--- src/rtl/fifo_arb_pkg.sv ---
// Shared constants and helpers for the round-robin FIFO write arbiter
// and its priority picker.
package fifo_arb_pkg;

    localparam int DEF_NUM_REQ    = 4;
    localparam int DEF_FIFO_DEPTH = 8;
    localparam int DEF_DATA_WIDTH = 32;
    localparam int STALL_CNT_W    = 16;

    // Width able to hold every occupancy value 0..depth inclusive
    function automatic int lvl_w(input int depth);
        return $clog2(depth) + 1;
    endfunction

endpackage

--- src/rtl/fifo_wr_arb_chk.sv ---
// Protocol checker for the arbiter: a pop must never be reported while the
// tracked occupancy is zero.
module fifo_wr_arb_chk #(
    parameter int LVL_W = 4
) (
    input logic             clk,
    input logic             rst,
    input logic             rd_pop_i,
    input logic [LVL_W-1:0] level_o
);

    pop_nonempty_a: assert property (@(posedge clk) disable iff (rst)
        !(rd_pop_i && (level_o == '0)));

endmodule

--- src/rtl/fifo_wr_arb_rr_pick.sv ---
// Combinational round-robin pick: first set mask bit at or after ptr_i,
// wrapping at NUM_REQ-1, returned one-hot together with a valid flag.
module rr_pick
    import fifo_arb_pkg::*;
#(
    parameter int NUM_REQ = DEF_NUM_REQ,
    localparam int PTR_W  = $clog2(NUM_REQ)
) (
    input  logic [NUM_REQ-1:0] mask_i,
    input  logic [PTR_W-1:0]   ptr_i,
    output logic [NUM_REQ-1:0] onehot_o,
    output logic               valid_o
);

    localparam logic [PTR_W:0] NREQ_W = (PTR_W+1)'(NUM_REQ);

    logic [PTR_W:0]   sum_s;
    logic [PTR_W-1:0] pos_s;
    logic             hit_s;

    // Walk the mask starting from the pointer and keep the first hit
    always_comb begin
        onehot_o = '0;
        valid_o  = 1'b0;
        sum_s    = '0;
        pos_s    = '0;
        hit_s    = 1'b0;
        for (int i = 0; i < NUM_REQ; i++) begin
            sum_s           = {1'b0, ptr_i} + (PTR_W+1)'(i);
            sum_s           = (sum_s >= NREQ_W) ? (sum_s - NREQ_W) : sum_s;
            pos_s           = sum_s[PTR_W-1:0];
            hit_s           = !valid_o && mask_i[pos_s];
            onehot_o[pos_s] = onehot_o[pos_s] | hit_s;
            valid_o         = valid_o | hit_s;
        end
    end

endmodule

--- src/rtl/fifo_wr_arb.sv ---
// Round-robin write arbiter sharing one fifo_sync among NUM_REQ producers.
// Optional stall counter output enabled by defining FIFO_ARB_STATS_EN.
module fifo_wr_arb
    import fifo_arb_pkg::*;
#(
    parameter int NUM_REQ    = DEF_NUM_REQ,
    parameter int FIFO_DEPTH = DEF_FIFO_DEPTH,
    parameter int DATA_WIDTH = DEF_DATA_WIDTH
) (
    input  logic                          clk,
    input  logic                          rst,
    input  logic                          en_i,
    input  logic [NUM_REQ-1:0]            req_i,
    input  logic [NUM_REQ*DATA_WIDTH-1:0] data_i,
    output logic [NUM_REQ-1:0]            gnt_o,
    input  logic                          rd_pop_i,
    input  logic                          fifo_full_i,
    output logic                          fifo_cs_o,
    output logic                          fifo_wr_en_o,
    output logic [DATA_WIDTH-1:0]         fifo_data_o,
    output logic [lvl_w(FIFO_DEPTH)-1:0]  level_o
`ifdef FIFO_ARB_STATS_EN
    ,
    output logic [STALL_CNT_W-1:0]        stall_cnt_o
`endif
);

    localparam int               PTR_W    = $clog2(NUM_REQ);
    localparam int               LVL_W    = lvl_w(FIFO_DEPTH);
    localparam logic [LVL_W-1:0] LVL_FULL = LVL_W'(FIFO_DEPTH);
    localparam logic [PTR_W-1:0] PTR_LAST = PTR_W'(NUM_REQ - 1);

    logic [NUM_REQ-1:0]    gnt_r;
    logic                  wr_en_r;
    logic [DATA_WIDTH-1:0] data_r;
    logic [LVL_W-1:0]      level_r;
    logic [PTR_W-1:0]      ptr_r;

    logic [NUM_REQ-1:0]    elig_s;
    logic [NUM_REQ-1:0]    win_s;
    logic                  win_vld_s;
    logic [PTR_W-1:0]      win_idx_s;
    logic [PTR_W-1:0]      ptr_nxt_s;
    logic [DATA_WIDTH-1:0] win_data_s;
    logic                  issue_s;
    logic [LVL_W-1:0]      level_nxt_s;

    // A producer just granted is still presenting its old word; mask it
    assign elig_s = req_i & ~gnt_r;

    rr_pick #(.NUM_REQ(NUM_REQ)) u_pick (
        .mask_i   (elig_s),
        .ptr_i    (ptr_r),
        .onehot_o (win_s),
        .valid_o  (win_vld_s)
    );

    // Encode the winner index and steer its payload
    always_comb begin
        win_idx_s  = '0;
        win_data_s = '0;
        for (int k = 0; k < NUM_REQ; k++) begin
            win_idx_s  = win_idx_s | (PTR_W'(k) & {PTR_W{win_s[k]}});
            win_data_s = win_data_s
                       | (data_i[k*DATA_WIDTH +: DATA_WIDTH] & {DATA_WIDTH{win_s[k]}});
        end
    end

    assign ptr_nxt_s = (win_idx_s == PTR_LAST) ? '0 : (win_idx_s + PTR_W'(1));

    // The FIFO's own full flag lags a cycle, so the local level is the primary guard
    assign issue_s = en_i & win_vld_s & (level_r < LVL_FULL) & ~fifo_full_i;

    // Occupancy update; a pop at zero is a protocol error and is ignored
    always_comb begin
        level_nxt_s = level_r;
        case ({issue_s, rd_pop_i})
            2'b10:   level_nxt_s = level_r + LVL_W'(1);
            2'b01:   level_nxt_s = (level_r != '0) ? (level_r - LVL_W'(1)) : level_r;
            default: level_nxt_s = level_r;
        endcase
    end

    // Grant, write strobe, payload, pointer and level registers
    always_ff @(posedge clk) begin
        if (rst) begin
            gnt_r   <= '0;
            wr_en_r <= 1'b0;
            data_r  <= '0;
            level_r <= '0;
            ptr_r   <= '0;
        end else begin
            level_r <= level_nxt_s;
            if (issue_s) begin
                gnt_r   <= win_s;
                wr_en_r <= 1'b1;
                data_r  <= win_data_s;
                ptr_r   <= ptr_nxt_s;
            end else begin
                gnt_r   <= '0;
                wr_en_r <= 1'b0;
            end
        end
    end

    assign gnt_o        = gnt_r;
    assign fifo_cs_o    = en_i;
    assign fifo_wr_en_o = wr_en_r;
    assign fifo_data_o  = data_r;
    assign level_o      = level_r;

`ifdef FIFO_ARB_STATS_EN
    logic [STALL_CNT_W-1:0] stall_cnt_r;
    logic                   stall_s;

    assign stall_s = en_i & win_vld_s & ~issue_s;

    // Saturating count of cycles a ready request was held back by fullness
    always_ff @(posedge clk) begin
        if (rst) begin
            stall_cnt_r <= '0;
        end else if (stall_s && (stall_cnt_r != '1)) begin
            stall_cnt_r <= stall_cnt_r + STALL_CNT_W'(1);
        end else begin
            stall_cnt_r <= stall_cnt_r;
        end
    end

    assign stall_cnt_o = stall_cnt_r;
`endif

    fifo_wr_arb_chk #(.LVL_W(LVL_W)) u_chk (
        .clk      (clk),
        .rst      (rst),
        .rd_pop_i (rd_pop_i),
        .level_o  (level_r)
    );

endmodule
--- config.mk ---
export PLATFORM = sky130hd
export DESIGN_NAME = fifo_wr_arb
export DESIGN_NICKNAME = d
export VERILOG_FILES = /design/src/rtl/fifo_arb_pkg.sv /design/src/rtl/fifo_wr_arb_chk.sv /design/src/rtl/fifo_wr_arb_rr_pick.sv /design/src/rtl/fifo_wr_arb.sv
export SDC_FILE = /design/constraint.sdc
export NUM_CORES = 1
export LEC_CHECK = 0
export BUFFER_PORTS_ARGS = -buffer_cell sky130_fd_sc_hd__buf_2
export CAP_MARGIN = 10
export CORE_MARGIN = 4
export CORE_UTILIZATION = 25
export DETAILED_ROUTE_END_ITERATION = 8
export GPL_TIMING_DRIVEN = 0
export PLACE_DENSITY = 0.58
export SYNTH_ARGS = -nofsm -noshare
export SYNTH_HDL_FRONTEND = slang
export SYNTH_SLANG_ARGS = --single-unit
--- constraint.sdc ---
create_clock -name clk -period 4.65 [get_ports clk]
set_input_delay 0.465 -clock clk [delete_from_list [all_inputs] [get_ports clk]]
set_output_delay 0.465 -clock clk [all_outputs]
set_load 0.005 [all_outputs]
Word level (Yosys, flattened, before mapping)
Index checks and enable logic that the tools add are counted.
- register bits after elaboration: 43
- latch bits: 0
- RAM bits: 0
- bits in read-only memories: 0
- bits of input ports: 137
- word-level logic and storage cells: 105
- memories kept: 0
- add/subtract/negate cells: 10
- multipliers: 0
- div/mod/pow operators: 0
- magnitude comparators: 13
- eq/ne operators: 4
- shift operators: 0
- mux-type cells: 35
- bitwise operators: 24
- reductions and logical operators: 14
- operator list (kind ; number):
    $and A32 B32 Y32 ; 4
    $or A32 B32 Y32 ; 3
    $bmux W1 S2 ; 8
    $mux W1 ; 13
    $bwmux W4 ; 3
    $lt A2 B3 Y1 const B ; 4
    $mux W2 ; 5
    $ge A3 B3 Y1 const B ; 3
    $and A4 B4 Y4 ; 2
    $demux W1 S2 ; 4
    $ge A2 B1 Y1 const B ; 4
    $pmux W4 S2 ; 1
    $sub A2 B1 Y2 const B ; 4
    $logic_and A1 B1 Y1 ; 7
    $or A1 B1 Y1 ; 7
    $add A2 B2 Y3 const B ; 2
    $add A4 B1 Y4 const B ; 1
    $eq A2 B2 Y1 const B ; 2
    $lt A4 B4 Y1 const B ; 1
    $mux W4 ; 1
    $not A4 Y4 ; 1
    $reduce_bool A4 Y1 ; 1
    $sub A4 B1 Y4 const B ; 1
    $add A2 B1 Y3 const B ; 1
    12 further kinds ; 17

Longest topological paths before layout
Gate-level depths: netlist of the first run.
- word-level depth: 23
- depth in mapped cells: 16

Hierarchy
From an unflattened synthesis of the first run, not the netlist that was laid out.
- cells, all modules: 342
- area total of the unflattened synthesis: 2906.5 um^2
- modules (own cells, without submodules) (module ; times used ; cells each ; area an instance (um^2) ; sequential area each (um^2)):
    fifo_wr_arb ; 1 ; 248 ; 2218.4 ; 860.8
    rr_pick ; 1 ; 94 ; 688.2 ; 0.0

Worst setup path before layout of the first run
OpenSTA, ideal clock, no wires.
- path type: register -> register
- start: register ptr_r[0]
- end: register data_r[0], in the netlist fifo_data_o[0]
- library setup time: 142 ps
- arrival time: 3375 ps
- data required time: 4508 ps
- path slack: 1133 ps
- stages on the path, launching flop included: 16
- path through: dfxtp_1 > buf_6 > inv_2 > ha_1 > buf_6 > mux4_2 > mux2i_1 > nor2_1 > a221o_1 > or2_0 > a41o_1 > a211o_1 > buf_6 > buf_6 > a222oi_1 > a311oi_1
- longest elaborated chain between the ends: 23
- RTL lines (item ; line ; text):
    from (decl) ; fifo_wr_arb.sv:37 ; logic [PTR_W-1:0] ptr_r;
    from (signal assigned) ; fifo_wr_arb.sv:98 ; ptr_r <= ptr_nxt_s;
    $ge A2 B3 Y1 or $sub A2 B1 Y2 (tied branches) ; fifo_wr_arb_rr_pick.sv:30 ; sum_s = (sum_s >= NREQ_W) ? (sum_s - NREQ_W) : sum_s;
    $mux W2 ; fifo_wr_arb_rr_pick.sv:30 ;
    $lt A2 B3 Y1 (not written as such) or $ge A2 B1 Y1 (tied branches) ; fifo_wr_arb_rr_pick.sv:33 ; onehot_o[pos_s] = onehot_o[pos_s] | hit_s;
    $logic_and A1 B1 Y1 (not written as such) ; fifo_wr_arb_rr_pick.sv:33 ;
    $mux W1 (not written as such) ; fifo_wr_arb_rr_pick.sv:33 ;
    $demux W1 S2 ; - ;
    $and A4 B4 Y4 (no source line) ; - ;
    $bmux W1 S2 ; fifo_wr_arb_rr_pick.sv:33 ;
    [5 not listed] ; - ;
    $or A1 B1 Y1 ; fifo_wr_arb_rr_pick.sv:33 ;
    $bwmux W4 ; fifo_wr_arb_rr_pick.sv:33 ;
    $bmux W1 S2 ; fifo_wr_arb_rr_pick.sv:33 ;
    $mux W1 (not written as such) ; fifo_wr_arb_rr_pick.sv:33 ;
    $or A1 B1 Y1 ; fifo_wr_arb_rr_pick.sv:33 ;
    $bwmux W4 ; fifo_wr_arb_rr_pick.sv:33 ;
    $and A32 B32 Y32 ; fifo_wr_arb.sv:65 ; | (data_i[k*DATA_WIDTH +: DATA_WIDTH] & {DATA_WIDTH{win_s[k]}});
    $or A32 B32 Y32 (3 in series) ; fifo_wr_arb.sv:65 ;
    to (signal assigned) ; fifo_wr_arb.sv:97 ; data_r <= win_data_s;
    to (decl) ; fifo_wr_arb.sv:35 ; logic [DATA_WIDTH-1:0] data_r;
Parallel ways exist; a longest one is shown, timed or not. The select of a mux whose other input is x is not followed.
A chain may end at the register's enable or synchronous reset.

Worst setup path after layout of the first run
- start: register ptr_r[0]
- end: register data_r[15], in the netlist fifo_data_o[15]
The elaborated chain is that of the path after synthesis.

==> flow_metrics.py, run 1 <==
metrics = {
    "floorplan": {
        "die_h_um": 114.6,
        "fp.dieArea_mm2": 0.01313,
        "floorplan.io_pins": 179,
        "floorplan.initialDensity_pct": 25.86,
        "core_area_mm2": 0.01098,
        "placementRows": 38,
        "fp.dieW_um": 114.6,
    },
    "global_route": {
        "track_usage_pct": 16.16,
        "grt_first_pass_wirelength_mm": 17.13,
        "vias_in_the_first_global_route": 3472,
        "antenna_found_initial": 1,
        "grt_overflow": 0,
        "pin_count_of_the_biggest_net_entering_global_routing": 14,
    },
    "synth": {
        "synth-seq-cells": 43,
        "synth_fp_nets": 476,
        "synthDominantAreaCellType": "dfxtp_1",
        "post_synth_num_cell_types": 52,
        "ys_async_sr_fraction_pct": 0,
        "synth-seq-area-share_pct": 30.31,
        "synthesis.yosys.warnings": 0,
        "synth_cells": 332,
        "synth.top_cells.by_area": "dfxtp_1 (30%), a222oi_1 (11%), a311oi_1 (9.9%)",
        "synthFlopType": "dfxtp_1",
        "mapped_cell_area_mm2": 0.002840,
        "avgSynthCellArea_um2": 8.555,
        "synth_enable_flop_cells": 0,
        "yosysTopAreaCellShare_pct": 30.31,
    },
    "timing": {
        "finalWorstPathRequiredPeriod_ns": 3.997,
        "final.setup.tns_ns": 0,
        "final-max-slew-violation-count": 0,
        "setup_viol": 0,
        "slew_headroom_pct": 55.45,
        "clock_skew_ns": 0.01246,
        "final_min_period_over_clock_period_pct": 85.97,
        "fmaxAchievable_ghz": 0.2502,
        "worstMarginPinSlew_ns": 0.6643,
        "rsz0062_at_grt": "false",
        "finalHoldViolations": 0,
    },
    "job": {
        "max_cap_violations": 0,
    },
    "worst_hold_path": {
        "timing.hold.worst.class": "in2reg",
    },
    "clock_network": {
        "cts_post_setup_buffers_inserted": 0,
        "root_driver": "clkbuf_16",
        "cts_buffer_depth": 2,
        "cts.sink_count": 43,
        "clkTransAtPathRegs_ns": 0.07,
        "holdBufCountCts": 0,
        "tritoncts_clock_tree": "done",
        "post_cts.resized_instances": 0,
        "total_cts_buffers": 5,
        "worst_skew_pair.late_latency_ns": 0.29,
        "h-tree-depth": 2,
    },
    "setup_path": {
        "endpoint_kind": "flop",
        "critical_path_required_ns": 4.79,
        "worst_path_dominant_cell_family": "compound AO/OA/AOI/OAI gates",
        "critical-path-top-cell-by-count": "buf_6",
        "worst_path_cell_trace": "buf_6, inv_2, ha_1, buf_6, nor2_1, a21oi_1, a22oi_1, nor2_1, a221o_1, a21oi_1, a211oi_1, a211o_1, buf_6, buf_6, a222oi_1, a311oi_1",
        "timing.critical_path.from_type": "flop",
        "slowest_delay_ns": 0.40,
        "timing_worst_setup_path_type": "reg2reg",
        "critical_path.n_buffers_inverters": 5,
        "worst-endpoint-arrival_ns": 4.14,
        "reg2reg_slack_ns": 0.65,
        "cp_slowest_cell": "a222oi_1",
        "critical_path.max_fanout": 11,
    },
    "placed_design": {
        "place.gp.congestion": 0.8227,
        "io_buffer_count": 178,
        "place.detailed.hpwl_mm": 8.852,
        "postPlaceCellArea_mm2": 0.003906,
    },
    "detailed_routing": {
        "drt_pass1_iterations": 8,
        "wl_per_cell_um": 17.06,
        "dr_total_vias": 3493,
        "post_drt_via_cell_ratio": 5.300,
        "drtAntennaViolNets": 0,
        "detailedRoute.firstIterationViolations": 319,
        "post_detailed_route_drc_marker_count": 0,
        "postRouteWirelength_mm": 11.24,
    },
    "final_layout": {
        "post_route_cells_drive_above_1_share_pct": 42.28,
        "final_design_area_no_fill_mm2": 0.004050,
        "nNetsFinal": 661,
        "flow.area_growth_from_synthesis_pct": 42.60,
    },
    "power": {
        "power_leakage_uw": 0.001866,
        "irDropWorstVdd_v": 0.0002857,
        "pwrdens_mw_per_mm2": 860.5,
        "fin_total_pwr_uw": 3485,
    },
    "status": {
        "outcome": "complete, no violations",
    },
}
==> final timing paths <==
check / from / to / depth (start not counted)
max: ptr_r[0] / fifo_data_o[15] / 16
min: data_i[26] / fifo_data_o[26] / 3
max reg2reg: ptr_r[0] / fifo_data_o[15] / 16
min reg2reg: fifo_data_o[28] / fifo_data_o[28] / 2
==> layout make-up <==
cell class              count  area, um2
clock inverters             2      12.51
well taps                 140      175.2
repair buffers            178      890.9
multi-input cells         248       1744
diodes                      1      2.502
flip-flops and latches     43      860.8
fillers                  1157       6933
plain buffers              33      202.7
clock buffers               6      128.9
inverters                   8      32.53
==> flip-flops by register name, indices dropped and copies added, names as in the netlist <==
register,cells
fifo_wr_en_o,1
fifo_data_o,32
ptr_r,2
gnt_o,4
level_o,4
==> cells in the mapped netlist (2+ instances only) <==
cell,count
a211oi_1,3
a21o_1,3
a21oi_1,12
a21oi_2,2
a221o_1,2
a222oi_1,32
a22oi_1,3
a311oi_1,32
a31oi_1,2
and2_1,4
buf_2,12
buf_6,8
clkbuf_1,12
dfxtp_1,43
ha_1,6
inv_1,6
mux2i_1,5
mux4_2,4
nand2_1,41
nand2b_1,8
nand3_1,2
nor2_1,46
nor2b_1,6
o211a_1,2
o211ai_1,2
o21ai_0,3
or3_1,3
xnor2_1,4
==> tightest hold or removal path, stage by stage <==
cell and delay, ns:
buf_2 0.10, nand2_1 0.04, a311oi_1 0.07
==> where the power goes <==
part | internal [uW] | switching [uW] | leakage (uW)
registers | 473 | 64.5 | 0.000353
clock network | 198 | 149 | 0.0000669
logic | 1080 | 1520 | 0.00145
==> through the flow <==
step / instances / setup WS (ns) / hold WS [ns] / utilization, %
after floorplan: 332 / 1.133 / 0.4920 / -
after global placement: 650 / 0.7558 / 0.4852 / 35.57
after detailed placement: 650 / 0.6486 / 0.4903 / 35.57
after CTS: 658 / 0.6457 / 0.4268 / 36.85
after global routing: 658 / 0.3078 / 0.4389 / 36.85
final: 659 / 0.6526 / 0.4290 / 36.88
==> layer usage <==
| layer | GRT usage, % | wire length [um] |
|---|---|---|
| met1 | 20.05 | 4423 |
| met2 | 27.90 | 5666 |
| met3 | 3.858 | 992 |
| met4 | 4.355 | 160 |
| met5 | 0 | 0 |
==> kinds of logic after synthesis <==
| kind of cell | Yosys count | synth area share, % |
|---|---|---|
| buffers and inverters | 41 | 8.282 |
| DFF | 43 | 30.31 |
| muxes | 10 | 5.331 |
| and+or+nand+nor | 117 | 18.06 |
| xor gates and xnor gates | 4 | 1.233 |
| adders and majority gates | 7 | 3.348 |
| AOI/OAI and AO/OA | 110 | 33.44 |
==> layout by cell type (no fill, tap or decap), types with 2 or more instances in the layout <==
master	n
a211oi_1	3
a21o_1	3
a21oi_1	12
a21oi_2	2
a221o_1	2
a222oi_1	32
a22oi_1	3
a311oi_1	32
a31oi_1	2
and2_1	4
buf_2	190
buf_6	8
clkbuf_1	13
clkbuf_16	5
dfxtp_1	43
ha_1	6
inv_1	6
mux2i_1	5
mux4_2	4
nand2_1	41
nand2b_1	8
nand3_1	2
nor2_1	46
nor2b_1	6
o211a_1	2
o211ai_1	2
o21ai_0	3
or3_1	3
xnor2_1	4
(Power assumes the default switching activity.)
==> run 2, diff against run 1 <==
--- a/config.mk
+++ b/config.mk
@@ -5,13 +5,15 @@
 export SDC_FILE = /design/constraint.sdc
 export NUM_CORES = 1
 export LEC_CHECK = 0
+export ABC_AREA = 1
 export BUFFER_PORTS_ARGS = -buffer_cell sky130_fd_sc_hd__buf_2
 export CAP_MARGIN = 10
+export CORE_ASPECT_RATIO = 2
 export CORE_MARGIN = 4
 export CORE_UTILIZATION = 25
 export DETAILED_ROUTE_END_ITERATION = 8
 export GPL_TIMING_DRIVEN = 0
-export PLACE_DENSITY = 0.58
+export PLACE_DENSITY = 0.57
 export SYNTH_ARGS = -nofsm -noshare
 export SYNTH_HDL_FRONTEND = slang
 export SYNTH_SLANG_ARGS = --single-unit
==> run 2 against run 1 <==
Compared with the run above:
- non-clock buffer count shrank 3
- area after synthesis is 7.7% higher
- total power increased by 9.6%
- highest routed layer unchanged
==> flow_metrics.py, run 2 <==
metrics = {
    "setup_path": {
        "endpoint_kind": "flop",
        "r2r_end": "level_o[3]",
        "reg2reg_depth": 15,
        "crit-reg2reg-launch": "ptr_r[1]",
        "critical_path.max_fanout": 6,
        "worst-endpoint-arrival_ns": 3.74,
        "timing.critical_path.from_type": "flop",
        "timing_worst_setup_path_type": "reg2reg",
        "destination_of_the_critical_timing_path": "level_o[3]",
        "cp-startpoint": "ptr_r[1]",
        "critical_path_required_ns": 4.87,
        "reg2reg_slack_ns": 1.13,
    },
    "synth": {
        "synth-seq-cells": 43,
        "synth_enable_flop_cells": 0,
        "mapped_cell_area_mm2": 0.003059,
        "post-synth-top-count-cell": "nand2_1",
        "synthDominantAreaCellType": "dfxtp_1",
        "synthFlopType": "dfxtp_1",
        "synth.top_cells.by_area": "dfxtp_1 (28%), nand3_1 (21%), nand2_1 (17%)",
        "synth_fp_nets": 655,
        "synthesis.yosys.warnings": 0,
        "synth-seq-area-share_pct": 28.14,
        "avgSynthCellArea_um2": 5.987,
        "yosysTopAreaCellShare_pct": 28.14,
        "ys_async_sr_fraction_pct": 0,
        "synth_cells": 511,
        "synth.top_cells.by_count": "nand2_1 (137), nand3_1 (127), nor2_1 (73)",
        "post_synth_num_cell_types": 26,
    },
    "floorplan": {
        "floorplan.initialDensity_pct": 25.83,
        "die_h_um": 164.4,
        "placementRows": 56,
        "core_area_mm2": 0.01184,
        "floorplan.io_pins": 179,
        "fp.dieArea_mm2": 0.01418,
        "fp.dieW_um": 86.22,
    },
    "timing": {
        "worstMarginPinSlew_ns": 0.6303,
        "final_min_period_over_clock_period_pct": 75.70,
        "rsz0062_at_grt": "false",
        "final.setup.tns_ns": 0,
        "final_critical_path_setup_slack_ns": 1.130,
        "clock_skew_ns": 0.007138,
        "slew_headroom_pct": 57.63,
        "final-max-slew-violation-count": 0,
        "finalHoldViolations": 0,
        "fmaxAchievable_ghz": 0.2841,
        "finalWorstPathRequiredPeriod_ns": 3.520,
        "setup_viol": 0,
    },
    "clock_network": {
        "holdBufCountCts": 0,
        "worst_skew_pair.late_latency_ns": 0.29,
        "cts_post_setup_buffers_inserted": 0,
        "tritoncts_clock_tree": "done",
        "cts_buffer_depth": 2,
        "post_cts.resized_instances": 0,
        "root_driver": "clkbuf_16",
        "h-tree-depth": 2,
        "cts.sink_count": 43,
        "total_cts_buffers": 5,
        "clkTransAtPathRegs_ns": 0.06,
    },
    "global_route": {
        "track_usage_pct": 18.17,
        "antenna_found_initial": 0,
        "vias_in_the_first_global_route": 4082,
        "grt_overflow": 0,
        "grt_first_pass_wirelength_mm": 20.07,
        "pin_count_of_the_biggest_net_entering_global_routing": 15,
    },
    "detailed_routing": {
        "detailedRoute.firstIterationViolations": 227,
        "drtAntennaViolNets": 0,
        "post_drt_via_cell_ratio": 4.955,
        "postRouteWirelength_mm": 13.38,
        "dr_total_vias": 4172,
        "wl_per_cell_um": 15.89,
        "drt_pass1_iterations": 5,
        "post_detailed_route_drc_marker_count": 0,
    },
    "power": {
        "fin_total_pwr_uw": 3821,
        "irDropWorstVdd_v": 0.0004520,
        "power_leakage_uw": 0.002177,
        "pwrdens_mw_per_mm2": 888.5,
    },
    "final_layout": {
        "post-route-util_pct": 36.32,
        "antenna_cells_inserted": 0,
        "nNetsFinal": 840,
        "final_cell_mix": "buf_2 (183), nand2_1 (137), nand3_1 (127)",
        "layout.cells.most_common": "buf_2",
        "max_ffs_per_register": 32,
        "post_route_cells_drive_above_1_share_pct": 30.85,
        "final.fill_count": 1319,
        "layoutNonFillerInstCount": 842,
        "flow.area_growth_from_synthesis_pct": 40.57,
    },
    "job": {
        "max_cap_violations": 0,
    },
    "placed_design": {
        "place.detailed.hpwl_mm": 10.62,
        "place_inst": 834,
        "io_buffer_count": 178,
        "place.gp.congestion": 0.9007,
        "detailedPlace.worstSlack_ns": 1.054,
    },
    "worst_hold_path": {
        "timing.hold.worst.class": "in2reg",
    },
    "status": {
        "outcome": "complete, no violations",
    },
}
## run 2: changes by cell type after synthesis, sizes merged, moves of 12 or more
cell and change:
nand3 +131, a222oi -32, inv +12, nand2 +101, nor2 +27, o21ai +41
a311oi -32
## run 2: per-layer routing
metal,vias up,part of all wire [%],global-route usage (%)
li1,2065,-,-
met2,176,55,35.10
met3,35,5.0,2.097
met5,-,0,0
met4,0,3.4,8.298
met1,1896,37,19.01
## run 2: metrics by stage
stage	hold WS, ns	instance area, um2
6_report	0.3759	4300
5_1_grt	0.3652	4300
4_1_cts	0.3631	4300
3_5_place_dp	0.4971	4131
3_3_place_gp	0.4904	4131
2_1_floorplan	0.4698	3059
## run 2: power breakdown
group / switching (uW) / internal (uW)
logic: 1860 / 993
registers: 75.3 / 482
clock network: 156 / 254
## run 2: layout make-up
cell class | count | area (um2) | area share [%]
Sequential cell | 43 | 860.8 | 20.02
Multi-Input combinational cell | 418 | 1959 | 45.56
Clock inverter | 3 | 43.79 | 1.018
Tap cell | 145 | 181.4 | 4.219
Timing Repair Buffer | 178 | 890.9 | 20.72
Clock buffer | 5 | 125.1 | 2.910
Inverter | 20 | 75.07 | 1.746
Buffer | 30 | 163.9 | 3.811
## run 2: critical path, stage by stage (launching register included)
cell and delay (ns):
dfxtp_1 0.51, inv_2 0.14, ha_1 0.38, inv_1 0.10, o21ai_1 0.21, inv_1 0.09
nand2_1 0.08, nor3_1 0.09, nor4_2 0.50, nor2_1 0.20, ha_1 0.39, nand2_1 0.06
o21ai_0 0.21, mux2i_1 0.25, o21ai_0 0.11, a21oi_1 0.13
## run 2: worst min path at each step
stage,cells after the start,from,to
floorplan,1,level_o[0],level_o[0]
global placement,1,level_o[3],level_o[3]
detailed placement,1,level_o[3],level_o[3]
CTS,2,rst,ptr_r[1]
global route,2,rst,ptr_r[1]
finish,2,rst,ptr_r[1]
## run 2: kinds of logic (layout without fill, tap and decap cells)
logic type      Yosys count  count (layout)  share of synthesized area [%]
mux                       1               1                         0.3272
flops                    43              43                          28.14
simple gates            354             354                          50.92
fa+ha+maj                 7               7                          3.108
xor+xnor                  1               1                         0.2864
compound gates           55              55                          9.407
buf+inv                  50             236                          7.811
